==> config.mk <==
export PLATFORM = sky130hd
export DESIGN_NAME = block_reducer_flat
export DESIGN_NICKNAME = d
export VERILOG_FILES = /design/src/rtl/block_reducer_if.sv /design/src/rtl/block_reducer.sv /design/src/flat_wrapper.sv
export SDC_FILE = /design/constraint.sdc
export NUM_CORES = 1
export LEC_CHECK = 0
export ABC_AREA = 0
export CAP_MARGIN = 20
export CORE_MARGIN = 1
export CORE_UTILIZATION = 64
export CTS_CLUSTER_DIAMETER = 200
export DETAILED_ROUTE_END_ITERATION = 8
export DONT_BUFFER_PORTS = 1
export PLACE_DENSITY = 0.84
export SETUP_SLACK_MARGIN = 0.05
export SYNTH_ARGS = -nofsm -noshare
export SYNTH_HDL_FRONTEND = slang
export SYNTH_SLANG_ARGS = --single-unit
==> constraint.sdc <==
create_clock -name clk -period 11 [get_ports clk]
set_input_delay 2.75 -clock clk [delete_from_list [all_inputs] [get_ports clk]]
set_output_delay 2.75 -clock clk [all_outputs]
set_load 0.02 [all_outputs]
==> src/rtl/block_reducer_if.sv <==
// Upstream block-drain and downstream result handshake for block_reducer.
// slave is the reducer's view; master is the upstream/downstream environment.
interface block_reducer_if #(
   parameter int N       = 32,
   parameter int LOG_LEN = 6
);
   logic                   EN_blockRead;
   logic                   VALID_memVal;
   logic [N-1:0]           memVal_data;
   logic                   res_valid;
   logic                   res_ready;
   logic [N+LOG_LEN-1:0]   res_sum;
   logic [N-1:0]           res_max;
   logic [7:0]             res_blk_id;
   logic                   ERR_stray;

   modport slave (
      output EN_blockRead,
      input  VALID_memVal, memVal_data,
      output res_valid,
      input  res_ready,
      output res_sum, res_max, res_blk_id, ERR_stray
   );

   modport master (
      input  EN_blockRead,
      output VALID_memVal, memVal_data,
      input  res_valid,
      output res_ready,
      input  res_sum, res_max, res_blk_id, ERR_stray
   );
endinterface

==> src/rtl/block_reducer.sv <==
// Drains BLOCK_LEN-word blocks from the product buffer, reduces each to sum/max,
// and queues results in a 2-entry valid/ready buffer.
module block_reducer #(
   parameter int N         = 32,
   parameter int BLOCK_LEN = 64,
   parameter int LOG_LEN   = 6
) (
   input  logic             clk,
   input  logic             rst,
   block_reducer_if.slave   bus
);
   localparam int SW = N + LOG_LEN;
   localparam logic [LOG_LEN:0] LEN = (LOG_LEN+1)'(BLOCK_LEN);

   typedef enum logic [1:0] {IDLE, REQ, ACCUM, COMMIT} state_t;

   typedef struct packed {
      logic [SW-1:0] sum;
      logic [N-1:0]  max;
      logic [7:0]    id;
   } res_t;

   state_t           state_q, state_d;
   logic             en_q, en_d;
   logic [LOG_LEN:0] beat_q, beat_d, beat_inc;
   logic [SW-1:0]    sum_q, sum_d;
   logic [N-1:0]     max_q, max_d;
   logic [7:0]       id_q, id_d;
   logic             err_q, err_d;
   res_t             head_q, head_d, tail_q, tail_d, new_res;
   logic [1:0]       cnt_q, cnt_d;
   logic             push, pop;

   assign beat_inc = beat_q + 1'b1;
   assign new_res  = '{sum: sum_q, max: max_q, id: id_q};
   assign pop      = (cnt_q != 2'd0) && bus.res_ready;

   always_comb begin
      state_d = state_q;
      beat_d  = beat_q;
      sum_d   = sum_q;
      max_d   = max_q;
      id_d    = id_q;
      err_d   = err_q;
      push    = 1'b0;
      case (state_q)
         IDLE: begin
            if (bus.VALID_memVal) err_d = 1'b1;
            // only request when a result slot is guaranteed; upstream cannot stall
            if (cnt_q != 2'd2) state_d = REQ;
         end
         REQ: begin
            if (bus.VALID_memVal) begin
               sum_d   = SW'(bus.memVal_data);
               max_d   = bus.memVal_data;
               beat_d  = (LOG_LEN+1)'(1);
               state_d = ACCUM;
            end
         end
         ACCUM: begin
            if (bus.VALID_memVal) begin
               sum_d  = sum_q + SW'(bus.memVal_data);
               if (bus.memVal_data > max_q) max_d = bus.memVal_data;
               beat_d = beat_inc;
               if (beat_inc == LEN) state_d = COMMIT;
            end
         end
         COMMIT: begin
            if (bus.VALID_memVal) err_d = 1'b1;
            push    = 1'b1;
            id_d    = id_q + 8'd1;
            beat_d  = '0;
            state_d = IDLE;
         end
         default: state_d = IDLE;
      endcase
   end

   assign en_d = (state_d == REQ);

   // head is always the output entry; a simultaneous pop lets a push land in head
   always_comb begin
      head_d = head_q;
      tail_d = tail_q;
      if (pop) head_d = tail_q;
      if (push) begin
         if (cnt_q == 2'd0 || (cnt_q == 2'd1 && pop)) head_d = new_res;
         else                                         tail_d = new_res;
      end
      case ({push, pop})
         2'b10:   cnt_d = cnt_q + 2'd1;
         2'b01:   cnt_d = cnt_q - 2'd1;
         default: cnt_d = cnt_q;
      endcase
   end

   always_ff @(posedge clk or posedge rst) begin
      if (rst) begin
         state_q <= IDLE;
         en_q    <= 1'b0;
         beat_q  <= '0;
         sum_q   <= '0;
         max_q   <= '0;
         id_q    <= '0;
         err_q   <= 1'b0;
         head_q  <= '0;
         tail_q  <= '0;
         cnt_q   <= '0;
      end else begin
         state_q <= state_d;
         en_q    <= en_d;
         beat_q  <= beat_d;
         sum_q   <= sum_d;
         max_q   <= max_d;
         id_q    <= id_d;
         err_q   <= err_d;
         head_q  <= head_d;
         tail_q  <= tail_d;
         cnt_q   <= cnt_d;
      end
   end

   assign bus.EN_blockRead = en_q;
   assign bus.res_valid    = (cnt_q != 2'd0);
   assign bus.res_sum      = head_q.sum;
   assign bus.res_max      = head_q.max;
   assign bus.res_blk_id   = head_q.id;
   assign bus.ERR_stray    = err_q;

   a_no_push_full: assert property (@(posedge clk) disable iff (rst) push |-> cnt_q != 2'd2);
endmodule

==> src/flat_wrapper.sv <==
// flat-port wrapper written by rule: the top's interface ports become plain ports
module block_reducer_flat 
#(
   parameter int N         = 32,
   parameter int BLOCK_LEN = 64,
   parameter int LOG_LEN   = 6
)
  (clk, rst, bus_EN_blockRead, bus_VALID_memVal, bus_memVal_data, bus_res_valid, bus_res_ready, bus_res_sum, bus_res_max, bus_res_blk_id, bus_ERR_stray);
  block_reducer_if #(.N(N), .LOG_LEN(LOG_LEN)) bus_i ();
  input  logic clk;
  input  logic rst;
  output wire logic [$bits(bus_i.EN_blockRead)-1:0] bus_EN_blockRead;
  input wire logic [$bits(bus_i.VALID_memVal)-1:0] bus_VALID_memVal;
  input wire logic [$bits(bus_i.memVal_data)-1:0] bus_memVal_data;
  output wire logic [$bits(bus_i.res_valid)-1:0] bus_res_valid;
  input wire logic [$bits(bus_i.res_ready)-1:0] bus_res_ready;
  output wire logic [$bits(bus_i.res_sum)-1:0] bus_res_sum;
  output wire logic [$bits(bus_i.res_max)-1:0] bus_res_max;
  output wire logic [$bits(bus_i.res_blk_id)-1:0] bus_res_blk_id;
  output wire logic [$bits(bus_i.ERR_stray)-1:0] bus_ERR_stray;
  assign bus_EN_blockRead = bus_i.EN_blockRead;
  assign bus_i.VALID_memVal = bus_VALID_memVal;
  assign bus_i.memVal_data = bus_memVal_data;
  assign bus_res_valid = bus_i.res_valid;
  assign bus_i.res_ready = bus_res_ready;
  assign bus_res_sum = bus_i.res_sum;
  assign bus_res_max = bus_i.res_max;
  assign bus_res_blk_id = bus_i.res_blk_id;
  assign bus_ERR_stray = bus_i.ERR_stray;
  block_reducer #(.N(N), .BLOCK_LEN(BLOCK_LEN), .LOG_LEN(LOG_LEN)) u_core (.clk(clk), .rst(rst), .bus(bus_i));
endmodule
# ---- Word level (Yosys, flattened, before mapping)
# Index checks and enable logic that the tools add are counted.
dict set report classes {
  n_addsub 5
  magnitude_cmp 1
  eq_ne 12
  n_mux 20
  bitwise 1
  n_reduce_logical 15
}
# cell n
set op_table {}
lappend op_table {{$mux 78} 3}
lappend op_table {{$mux 32} 3}
lappend op_table {{$mux 38} 2}
lappend op_table {{$pmux 38 s2} 1}
lappend op_table {{$pmux 32 s2} 1}
lappend op_table {{$add 38x32->38} 1}
lappend op_table {{$gt 32x32->1} 1}
lappend op_table {{$pmux 7 s3} 1}
lappend op_table {{$mux 7} 2}
lappend op_table {{$add 8x1->8 const B} 1}
lappend op_table {{$eq 2x1->1 const B} 4}
lappend op_table {{$mux 2} 4}
lappend op_table {{$pmux 2 s4} 1}
lappend op_table {{$add 7x1->7 const B} 1}
lappend op_table {{$eq 7x7->1 const B} 1}
lappend op_table {{$eq 2x2->1 const B} 3}
lappend op_table {{$ne 2x2->1 const B} 3}
lappend op_table {{$reduce_and 3->1} 2}
lappend op_table {{$reduce_bool 2->1} 3}
lappend op_table {{$logic_not 2->1} 2}
lappend op_table {{$pmux 2 s2} 1}
lappend op_table {{$reduce_and 2->1} 2}
lappend op_table {{$reduce_and 4->1} 1}
lappend op_table {{$reduce_bool 3->1} 1}
lappend op_table {{other kinds (8)} 9}
dict set report word_totals {
  ff_bits 247
  elab_cells 68
}

# ---- Logic depth before layout (Yosys ltp)
# Gate-level depths: netlist of run 1.
dict set report logic_depth {
  word_depth 6
  mapped_depth 12
  ltp_nobuf 11
}

# ---- Worst setup path after synthesis of run 1
# No wires, ideal clock.
dict set report synth_path {
  path_type {in2reg}
  start {in bus_memVal_data[12]}
  end {reg u_core.sum_q[33]}
  setup_time_ns 0.127
  arrival_ns 4.986
  required_ns 10.873
  slack_ns 5.887
  path_stages 10
  n_path_buf 0
  cell_sequence {ha_1 a21o_1 a31o_1 and3_1 a311o_1 a31oi_4 o211ai_2 a221oi_2 or4_1 nand3_1}
}
dict set report synth_between {
  elab_chain_len 3
}
# element line_no
set synth_rtl {}
lappend synth_rtl {{from (decl)} flat_wrapper.sv:14} ;# input wire logic [$bits(bus_i.memVal_data)-1:0] bus_memVal_data;
lappend synth_rtl {{$add 38x32->38} block_reducer.sv:62} ;# sum_d = sum_q + SW'(bus.memVal_data);
lappend synth_rtl {{$mux 38} block_reducer.sv:61} ;# if (bus.VALID_memVal) begin
lappend synth_rtl {{$pmux 38 s2} block_reducer.sv:46} ;# case (state_q)
lappend synth_rtl {{to (signal assigned)} block_reducer.sv:113} ;# sum_q <= sum_d;
lappend synth_rtl {{to (decl)} block_reducer.sv:26} ;# logic [SW-1:0] sum_q, sum_d;
# No other way between the ends. The select of a mux whose other input is x is not followed.
# A chain may end at the register's enable or synchronous reset.

# ---- Worst setup path after layout of run 1
dict set report layout_path {
  start {in bus_memVal_data[30]}
  end {reg u_core.max_q[22]}
}
dict set report layout_between {
  elab_chain_len 3
}
# element line_no
set layout_rtl {}
lappend layout_rtl {{$gt 32x32->1} block_reducer.sv:63} ;# if (bus.memVal_data > max_q) max_d = bus.memVal_data;
lappend layout_rtl {{$ne 2x1->1 (no line)} n/a}
lappend layout_rtl {{$reduce_and 4->1 (no line)} n/a}
lappend layout_rtl {{to (signal assigned)} block_reducer.sv:114} ;# max_q <= max_d;
lappend layout_rtl {{to (decl)} block_reducer.sv:27} ;# logic [N-1:0] max_q, max_d;
# No other way between the ends.

==> results_dict.tcl, run 1 <==
set metrics [dict create \
    outcome "completed" \
    leakage_nw 6.383 \
    critical_path_required_ps 11400 \
    synth.area.mux_share_pct 14.72 \
    die_h_um 143.7 \
    syn-instance-count 1215 \
    synth-adder-area-share_pct 7.362 \
    gp_congestion 0.8752 \
    diodes 0 \
    totalPowerFinal_mw 4.230 \
    grt_pass1_vias 8905 \
    cts_sinks 247 \
    use_met3_pct 5.531 \
    n_fill_cell 1389 \
    wire_per_inst_um 18.63 \
    die_area_mm2 0.02065 \
    overflow 0 \
    design_area_mm2 0.01382 \
    synth_compound_area_share_pct 13.89 \
    hold_slack_ps 483.3 \
    cts_tree "built" \
    core_region_area_mm2 0.01959 \
    crit_arrival_ps 5670 \
    netlist_area_mm2 0.01285 \
    grt_pass1_wl_um 44640 \
    rsz0062_at_grt "false" \
    drive_above_1_share_pct 12.96 \
    startpoint_type "primary input" \
    multiInputGateArea_mm2 0.006216 \
    finalCritPeriodShare_pct 47.91 \
    cts_resized 0 \
    antenna_left 0 \
    fmax_mhz 189.7 \
    port_buffers 0 \
    tightest_slew_ps 1082 \
    cts_setup_buffers 0 \
    layout.nets 1298 \
    yosys.area_share.xor_xnor_pct 2.658 \
    ys_seq_area_share_pct 48.11 \
    vias 9052 \
    synth_largest_area_cell "dfrtp_1" \
    drcViolationCount 0 \
    dp_hpwl_um 18240 \
    skew_ps 13.01 \
    first_iter_violations 632 \
    vias_per_cell 6.162 \
    synth_top_family_by_area "multiplexers" \
    grt_usage_pct 27.19 \
    yosys.area_share.simple_pct 9.368 \
    ir_worst_vdd_mv 0.1857 \
    placed_cell_area_mm2 0.01299 \
    power.density_mw_per_mm2 306.1 \
    async_flop_share_pct 100.0 \
    yosysTopAreaCellShare_pct 48.11 \
    synth.most_common_cell "dfrtp_1" \
    yosysUniqueCellTypes 71 \
    clock_latency_ps 510 \
    area_growth_pct 7.547 \
    grt-busiest-layer "met2" \
    start_util_pct 65.59 \
    grtUsageMet2_pct 44.74 \
    drt_first_pass_iters 4 \
    hold_class "flip-flop to flip-flop" \
    cts_inserted_buffers 25 \
    hold_viol_final 0 \
    setup_violations 0 \
    regArea_mm2 0.006181 \
    cts_root_buf "clkbuf_16" \
    drv_cap 0 \
    synthesis.nets 1326 \
    avgSynthCellArea_um2 10.57 \
    grt_start_max_net_pins 93 \
    antenna_found_initial 0 \
    finish.utilization_pct 70.54 \
    synth_area_leaders "dfrtp_1 (48%), mux2i_1 (7.7%), ha_1 (7.2%), mux2_2 (7.0%), o21ai_0 (6.3%)" \
    wirelength_um 27370 \
    htree_levels 1 \
    synth_edf_count 0 \
    num_rows 51 \
    yosys-top-cells-count "dfrtp_1 (247), nand2_1 (173), o21ai_0 (163)" \
    worst-path-max-fanout 20 \
    synth-main-ff-cell "dfrtp_1" \
    tns_ps 0 \
    fin_crit_ps 5271 \
    slew-limit-headroom_pct 27.73 \
    yosys_warnings 0 \
    critPathCaptureType "flip-flop" \
    met1_usage_pct 35.84 \
    critPathKind "primary input to flip-flop" \
    top_level_ports 117 \
    ys_seq_elements 247 \
    die_w_um 143.7 \
    report.final.slew_viol_count 0 \
    cts.path.max_buffers 3 \
    cts.reportedPaths.clkPinSlew_ps 60 \
    hold_buffers 0 \
]
==> state kept, by name (all words and copies together) (netlist names) <==
signal / cells
u_core.tail_q: 78
u_core.bus.res_sum: 38
u_core.sum_q: 38
u_core.bus.res_max: 32
u_core.max_q: 32
u_core.bus.res_blk_id: 8
u_core.id_q: 8
u_core.beat_q: 7
u_core.cnt_q: 2
u_core.state_q: 2
u_core.bus.EN_blockRead: 1
u_core.bus.ERR_stray: 1
==> final cells by class <==
| class | count | area share [%] |
|---|---|---|
| multi-input combinational | 853 | 44.98 |
| clock buffer | 38 | 5.388 |
| sequential | 247 | 44.73 |
| inverter | 50 | 1.413 |
| timing repair buffer | 10 | 0.6882 |
| tap | 265 | 2.399 |
| clock inverter | 6 | 0.3984 |
==> per-layer routing <==
metal / part of all wire (%) / routed length (µm)
met5: 0 / 0
met4: 2.8 / 778
met2: 47 / 12830
met3: 6.9 / 1901
met1: 43 / 11860
==> worst max-delay path: stages <==
cell	delay, ps
ha_1	270
and3_1	180
nand4_1	170
nor3_1	560
a21oi_1	210
a211oi_4	670
buf_4	450
mux2_2	390
==> worst paths after layout <==
| check | start | end | slack (ps) | cells after the start |
|---|---|---|---|---|
| min in group asynchronous | rst | u_core.tail_q[10]$_DFFE_PP0P_ | 2190 | 1 |
| max in group asynchronous | rst | u_core.sum_q[9]$_DFFE_PP0P_ | 7440 | 2 |
| min reg2reg | u_core.tail_q[39]$_DFFE_PP0P_ | u_core.tail_q[39]$_DFFE_PP0P_ | 480 | 2 |
| max | bus_memVal_data[30] | u_core.max_q[22]$_DFFE_PP0P_ | 5730 | 8 |
| min | u_core.tail_q[39]$_DFFE_PP0P_ | u_core.tail_q[39]$_DFFE_PP0P_ | 480 | 2 |
| max reg2reg | u_core.state_q[0]$_DFF_PP0_ | u_core.max_q[22]$_DFFE_PP0P_ | 7320 | 10 |
==> cells in the final DEF, fill, tap and decap left out, types with 5 or more instances in the layout <==
| cell type | count |
|---|---|
| xor2_1 | 17 |
| nor2_1 | 17 |
| xnor2_1 | 22 |
| and3_1 | 5 |
| mux2_2 | 80 |
| clkbuf_8 | 7 |
| nand2_1 | 172 |
| clkbuf_1 | 6 |
| buf_4 | 9 |
| mux2i_1 | 99 |
| o211ai_1 | 6 |
| a21o_1 | 25 |
| nor3_1 | 7 |
| inv_1 | 48 |
| o21ai_0 | 163 |
| o21bai_1 | 5 |
| a31oi_1 | 5 |
| clkbuf_16 | 25 |
| dfrtp_1 | 247 |
| nand4_1 | 15 |
| a21oi_1 | 44 |
| nor3b_1 | 9 |
| nand3_1 | 18 |
| ha_1 | 73 |
| clkinv_2 | 5 |
==> logic make-up (layout without fill, tap and decap cells) <==
group	after synthesis	in the layout
AOI/OAI and AO/OA	292	292
and+or+nand+nor	268	268
DFF	247	247
muxes	179	179
buffers and inverters	115	104
adders and majority gates	75	75
xor gates and xnor gates	39	39
==> stage by stage <==
| step | setup WS (ps) | cells |
|---|---|---|
| 2_1_floorplan | 1463 | 1215 |
| 3_3_place_gp | 5315 | 1424 |
| 3_5_place_dp | 5229 | 1424 |
| 4_1_cts | 5760 | 1468 |
| 5_1_grt | 5667 | 1469 |
| 6_report | 5729 | 1469 |
==> report_power, final <==
part           internal (mW)  total (mW)  switching [mW]
clock network          0.487       0.825           0.338
logic                  0.725        1.65           0.923
registers               1.30        1.76           0.458
Note: power is estimated with default switching activity, not from simulation.
==> inputs of run 2 (changes only) <==
Clock period 11 ns to 5.45 ns, I/O delays scaled along.
==> results_dict.tcl, run 2 (synthesized netlist as in run 1, its figures left out) <==
set metrics [dict create \
    skew_ps 8.820 \
    regArea_mm2 0.006181 \
    cts_inserted_buffers 26 \
    startpoint_type "primary input" \
    hold_depth 2 \
    start_util_pct 65.59 \
    ir_worst_vdd_mv 0.3232 \
    overflow 0 \
    gp_congestion 0.8644 \
    antenna_left 0 \
    sequentialPowerShare_pct 41.0 \
    antenna_found_initial 0 \
    cts_resized 0 \
    finalCritPeriodShare_pct 64.28 \
    cts_tree "built" \
    fin_crit_ps 3503 \
    r2r_cells 10 \
    dp_hpwl_um 18350 \
    grt_start_max_net_pins 159 \
    port_buffers 0 \
    die_w_um 143.7 \
    setup_violations 0 \
    hold_class "flip-flop to flip-flop" \
    vias 8906 \
    rr_startpoint "u_core.sum_q[9]$_DFFE_PP0P_" \
    drcViolationCount 0 \
    power_frac_comb_pct 38.2 \
    n_fill_cell 1394 \
    largest_register_ffs 78 \
    drt_first_pass_iters 4 \
    cts_root_buf "clkbuf_16" \
    design_area_mm2 0.01390 \
    layout.nets 1299 \
    vias_per_cell 6.059 \
    core_region_area_mm2 0.01959 \
    hold_start "u_core.tail_q[18]$_DFFE_PP0P_" \
    finish.utilization_pct 70.96 \
    worstReg2RegEnd "u_core.sum_q[36]$_DFFE_PP0P_" \
    htree_levels 1 \
    cts_setup_buffers 0 \
    fmax_mhz 285.5 \
    critPathKind "primary input to flip-flop" \
    internal-power_mw 5.188 \
    placed_cell_area_mm2 0.01302 \
    crit_arrival_ps 3960 \
    drv_cap 0 \
    area_growth_pct 8.189 \
    power.density_mw_per_mm2 624.8 \
    rrSetupSlack_ps 2290 \
    num_rows 51 \
    hold_buffers 0 \
    hold_end "u_core.tail_q[18]$_DFFE_PP0P_" \
    die_area_mm2 0.02065 \
    grt_pass1_wl_um 45080 \
    grt_usage_pct 27.68 \
    tns_ps 0 \
    outcome "completed" \
    power.switching_mw 3.497 \
    hold_viol_final 0 \
    final_common_cell "dfrtp_1" \
    drive_above_1_share_pct 13.11 \
    wire_per_inst_um 18.68 \
    rsz0062_at_grt "false" \
    diodes 0 \
    switching_share_pct 40.27 \
    top_level_ports 117 \
    tightest_slew_ps 913.0 \
    critical_path_required_ps 5910 \
    cts.path.max_buffers 3 \
    slew-limit-headroom_pct 39.13 \
    die_h_um 143.7 \
    p_clk_share_pct 20.8 \
    report.final.slew_viol_count 0 \
    cts.reportedPaths.clkPinSlew_ps 60 \
    cts_sinks 247 \
    critPathCaptureType "flip-flop" \
    wirelength_um 27450 \
    clock_latency_ps 520 \
    final_cell_mix "dfrtp_1 (247), nand2_1 (172), o21ai_0 (163), mux2i_1 (99), mux2_2 (80)" \
    multiInputGateArea_mm2 0.006216 \
    top_register "u_core.tail_q" \
    first_iter_violations 589 \
    grt_pass1_vias 8871 \
    hold_slack_ps 482.4 \
    worst-path-max-fanout 7 \
    leakage_nw 6.399 \
    totalPowerFinal_mw 8.685 \
]
[run 2: metal layers]
| layer | vias to the layer above | wire, µm | global-route usage, % |
|---|---|---|---|
| li1 | 4248 | - | - |
| met1 | 4401 | 12220 | 36.96 |
| met2 | 202 | 12960 | 45.71 |
| met3 | 55 | 1505 | 5.232 |
| met4 | 0 | 763 | 8.791 |
| met5 | - | 0 | 0 |
[run 2: final cells by class]
class | instances | share of cell area, %
Multi-Input combinational cell | 853 | 44.72
Sequential cell | 247 | 44.46
Clock buffer | 36 | 5.392
Tap cell | 265 | 2.385
Inverter | 50 | 1.377
Clock inverter | 9 | 0.9451
Timing Repair Buffer | 10 | 0.7201
[run 2: through the flow]
stage	setup WS, ps	instances
global placement	1540	1425
detailed placement	1475	1425
floorplan	841.8	1215
finish	1947	1470
CTS	1990	1470
global route	1839	1470
[run 2: worst max-delay path, stage by stage]
cell,delay [ps]
ha_1,410
a21oi_1,190
a32oi_2,240
o221ai_2,180
o31a_2,440
o21ai_4,230
a31oi_2,140
nand3b_4,180
or4_1,500
nand3_1,100
[run 2: power groups by stage]
| stage | clock network, mW | logic (mW) | registers (mW) |
|---|---|---|---|
| 3_5_place_dp | 0 | 3.28 | 3.57 |
| 3_3_place_gp | 0 | 3.14 | 3.53 |
| 4_1_cts | 1.84 | 3.32 | 3.56 |
| 6_report | 1.81 | 3.32 | 3.56 |
| 5_1_grt | 1.90 | 3.72 | 3.67 |
| 2_1_floorplan | 0 | 2.72 | 3.34 |
[run 2: how the worst max path moves through the flow]
stage	startpoint	cells past startpoint	endpoint	slack [ps]
2_1_floorplan	rst	1	u_core.beat_q[0]$_DFFE_PP0P_	840
3_3_place_gp	bus_memVal_data[12]	10	u_core.sum_q[33]$_DFFE_PP0P_	1540
3_5_place_dp	bus_memVal_data[0]	11	u_core.sum_q[36]$_DFFE_PP0P_	1470
4_1_cts	bus_memVal_data[9]	10	u_core.sum_q[36]$_DFFE_PP0P_	1990
5_1_grt	bus_memVal_data[12]	10	u_core.sum_q[37]$_DFFE_PP0P_	1840
6_report	bus_memVal_data[9]	10	u_core.sum_q[36]$_DFFE_PP0P_	1950
==> inputs of run 3 (changes only) <==
Settings changed: CORE_UTILIZATION 64 to 58, PLACE_DENSITY 0.84 to 0.8.
Clock period 5.45 ns to 3.2 ns, I/O delays scaled along.
==> results_dict.tcl, run 3 (synthesized netlist as in run 1, its figures left out) <==
set metrics [dict create \
    outcome "completed" \
    use_met3_pct 4.970 \
    overflow 0 \
    critical_path_required_ps 3600 \
    hold_viol_final 0 \
    die_h_um 150.8 \
    vias 9046 \
    wirelength_um 28100 \
    grt_usage_pct 25.16 \
    antenna_left 0 \
    grt_pass1_wl_um 45500 \
    slew-limit-headroom_pct 54.09 \
    skew_ps 14.82 \
    cts_root_buf "clkbuf_16" \
    fmax_mhz 342.0 \
    cts_resized 0 \
    drcViolationCount 0 \
    critPathKind "flip-flop to flip-flop" \
    drv_cap 0 \
    clock_latency_ps 530 \
    fin_crit_ps 2924 \
    largest_register_ffs 78 \
    n_fill_cell 1646 \
    setup_violations 0 \
    critPathTopFamily "compound AO/OA/AOI/OAI gates" \
    tightest_slew_ps 688.6 \
    final_cell_mix "dfrtp_1 (247), nand2_1 (172), o21ai_0 (163), mux2i_1 (99), mux2_2 (80)" \
    hold_slack_ps 187.3 \
    crit_buf_inv 2 \
    leakage_nw 6.598 \
    cts_sinks 247 \
    design_area_mm2 0.01426 \
    start_util_pct 59.06 \
    vias_per_cell 5.955 \
    antenna_found_initial 0 \
    layout.nets 1334 \
    die_area_mm2 0.02275 \
    top_level_ports 117 \
    power.density_mw_per_mm2 1050 \
    first_iter_violations 451 \
    finalCritPeriodShare_pct 91.36 \
    top_register "u_core.tail_q" \
    grt_pass1_vias 8987 \
    diodes 0 \
    hold_class "primary input to asynchronous set/reset pin" \
    critPathSlowestCell "a2111oi_0" \
    grt-busiest-layer "met2" \
    r2r_cells 12 \
    rrSetupSlack_ps 280 \
    cp_cell_sequence "inv_1, ha_1, a21o_1, a21o_1, a21oi_1, nor3_1, a2111oi_0, o211ai_1, a21oi_1, a211oi_4, buf_12, mux2_2" \
    drive_above_1_share_pct 15.25 \
    placed_cell_area_mm2 0.01343 \
    startpoint_type "flip-flop" \
    grtUsageMet2_pct 42.48 \
    htree_levels 1 \
    area_growth_pct 10.99 \
    num_rows 54 \
    met1_usage_pct 32.56 \
    rsz0062_at_grt "false" \
    hold_buffers 0 \
    grt_start_max_net_pins 75 \
    cts_tree "built" \
    crit_arrival_ps 3330 \
    port_buffers 0 \
    dp_hpwl_um 19580 \
    report.final.slew_viol_count 0 \
    core_region_area_mm2 0.02176 \
    wire_per_inst_um 18.50 \
    worst-path-max-fanout 12 \
    critPathCaptureType "flip-flop" \
    final_common_cell "dfrtp_1" \
    path_depth 12 \
    gp_congestion 0.8768 \
    cts_setup_buffers 0 \
    drt_first_pass_iters 4 \
    cts.path.max_buffers 3 \
    cts_inserted_buffers 26 \
    finish.utilization_pct 65.55 \
    die_w_um 150.8 \
    ir_worst_vdd_mv 0.5700 \
    cts.reportedPaths.clkPinSlew_ps 60 \
    critPathMaxStageDelay_ps 460 \
]
[run 3: changes by cell type in the layout (fill, tap and decap cells not counted), sizes merged]
cell | before | now
buf | 10 | 45
clkinvlp | 4 | 1
clkbuf | 36 | 38
bufinv | 3 | 2
inv | 48 | 49
[run 3: area by class of cell]
| cell class | instances | area [µm²] | share of cell area (%) |
|---|---|---|---|
| well taps | 280 | 350.3 | 2.457 |
| clock buffers | 38 | 747.0 | 5.238 |
| flip-flops and latches | 247 | 6181 | 43.34 |
| clock inverters | 6 | 87.58 | 0.6141 |
| repair buffers | 45 | 488.0 | 3.422 |
| multi-input cells | 853 | 6216 | 43.59 |
| inverters | 50 | 191.4 | 1.342 |
[run 3: per-layer routing]
metal	wire, µm	vias to the layer above
met5	0	-
met4	712	0
met3	1627	53
met2	13690	196
met1	12060	4489
li1	-	4308
[run 3: worst paths after layout]
check                                                   end                          start
min                         u_core.bus.res_sum[4]$_DFF_PP0_                            rst
max in group asynchronous  u_core.bus.res_max[22]$_DFF_PP0_                            rst
min in group clk               u_core.max_q[13]$_DFFE_PP0P_            bus_memVal_data[13]
max reg2reg                     u_core.max_q[3]$_DFFE_PP0P_   u_core.max_q[17]$_DFFE_PP0P_
max                             u_core.max_q[3]$_DFFE_PP0P_   u_core.max_q[17]$_DFFE_PP0P_
min reg2reg                   u_core.tail_q[15]$_DFFE_PP0P_  u_core.tail_q[15]$_DFFE_PP0P_
[run 3: metrics by stage]
step,instances,power (mW),setup TNS [ps],setup slack [ps]
finish,1519,14.97,0,276.3
global route,1519,16.01,0,93.77
CTS,1519,15.05,0,266.1
detailed placement,1475,12.01,-3271,-113.7
global placement,1475,11.68,-2927,-98.23
floorplan,1215,10.33,-208900,-845.7
[run 3: power by group]
group	internal, mW	switching, mW	leakage, nW
combinational	2.77	3.17	3.08
clock	1.77	1.20	0.408
sequential	4.47	1.59	3.11
total	9.00	5.97	6.60
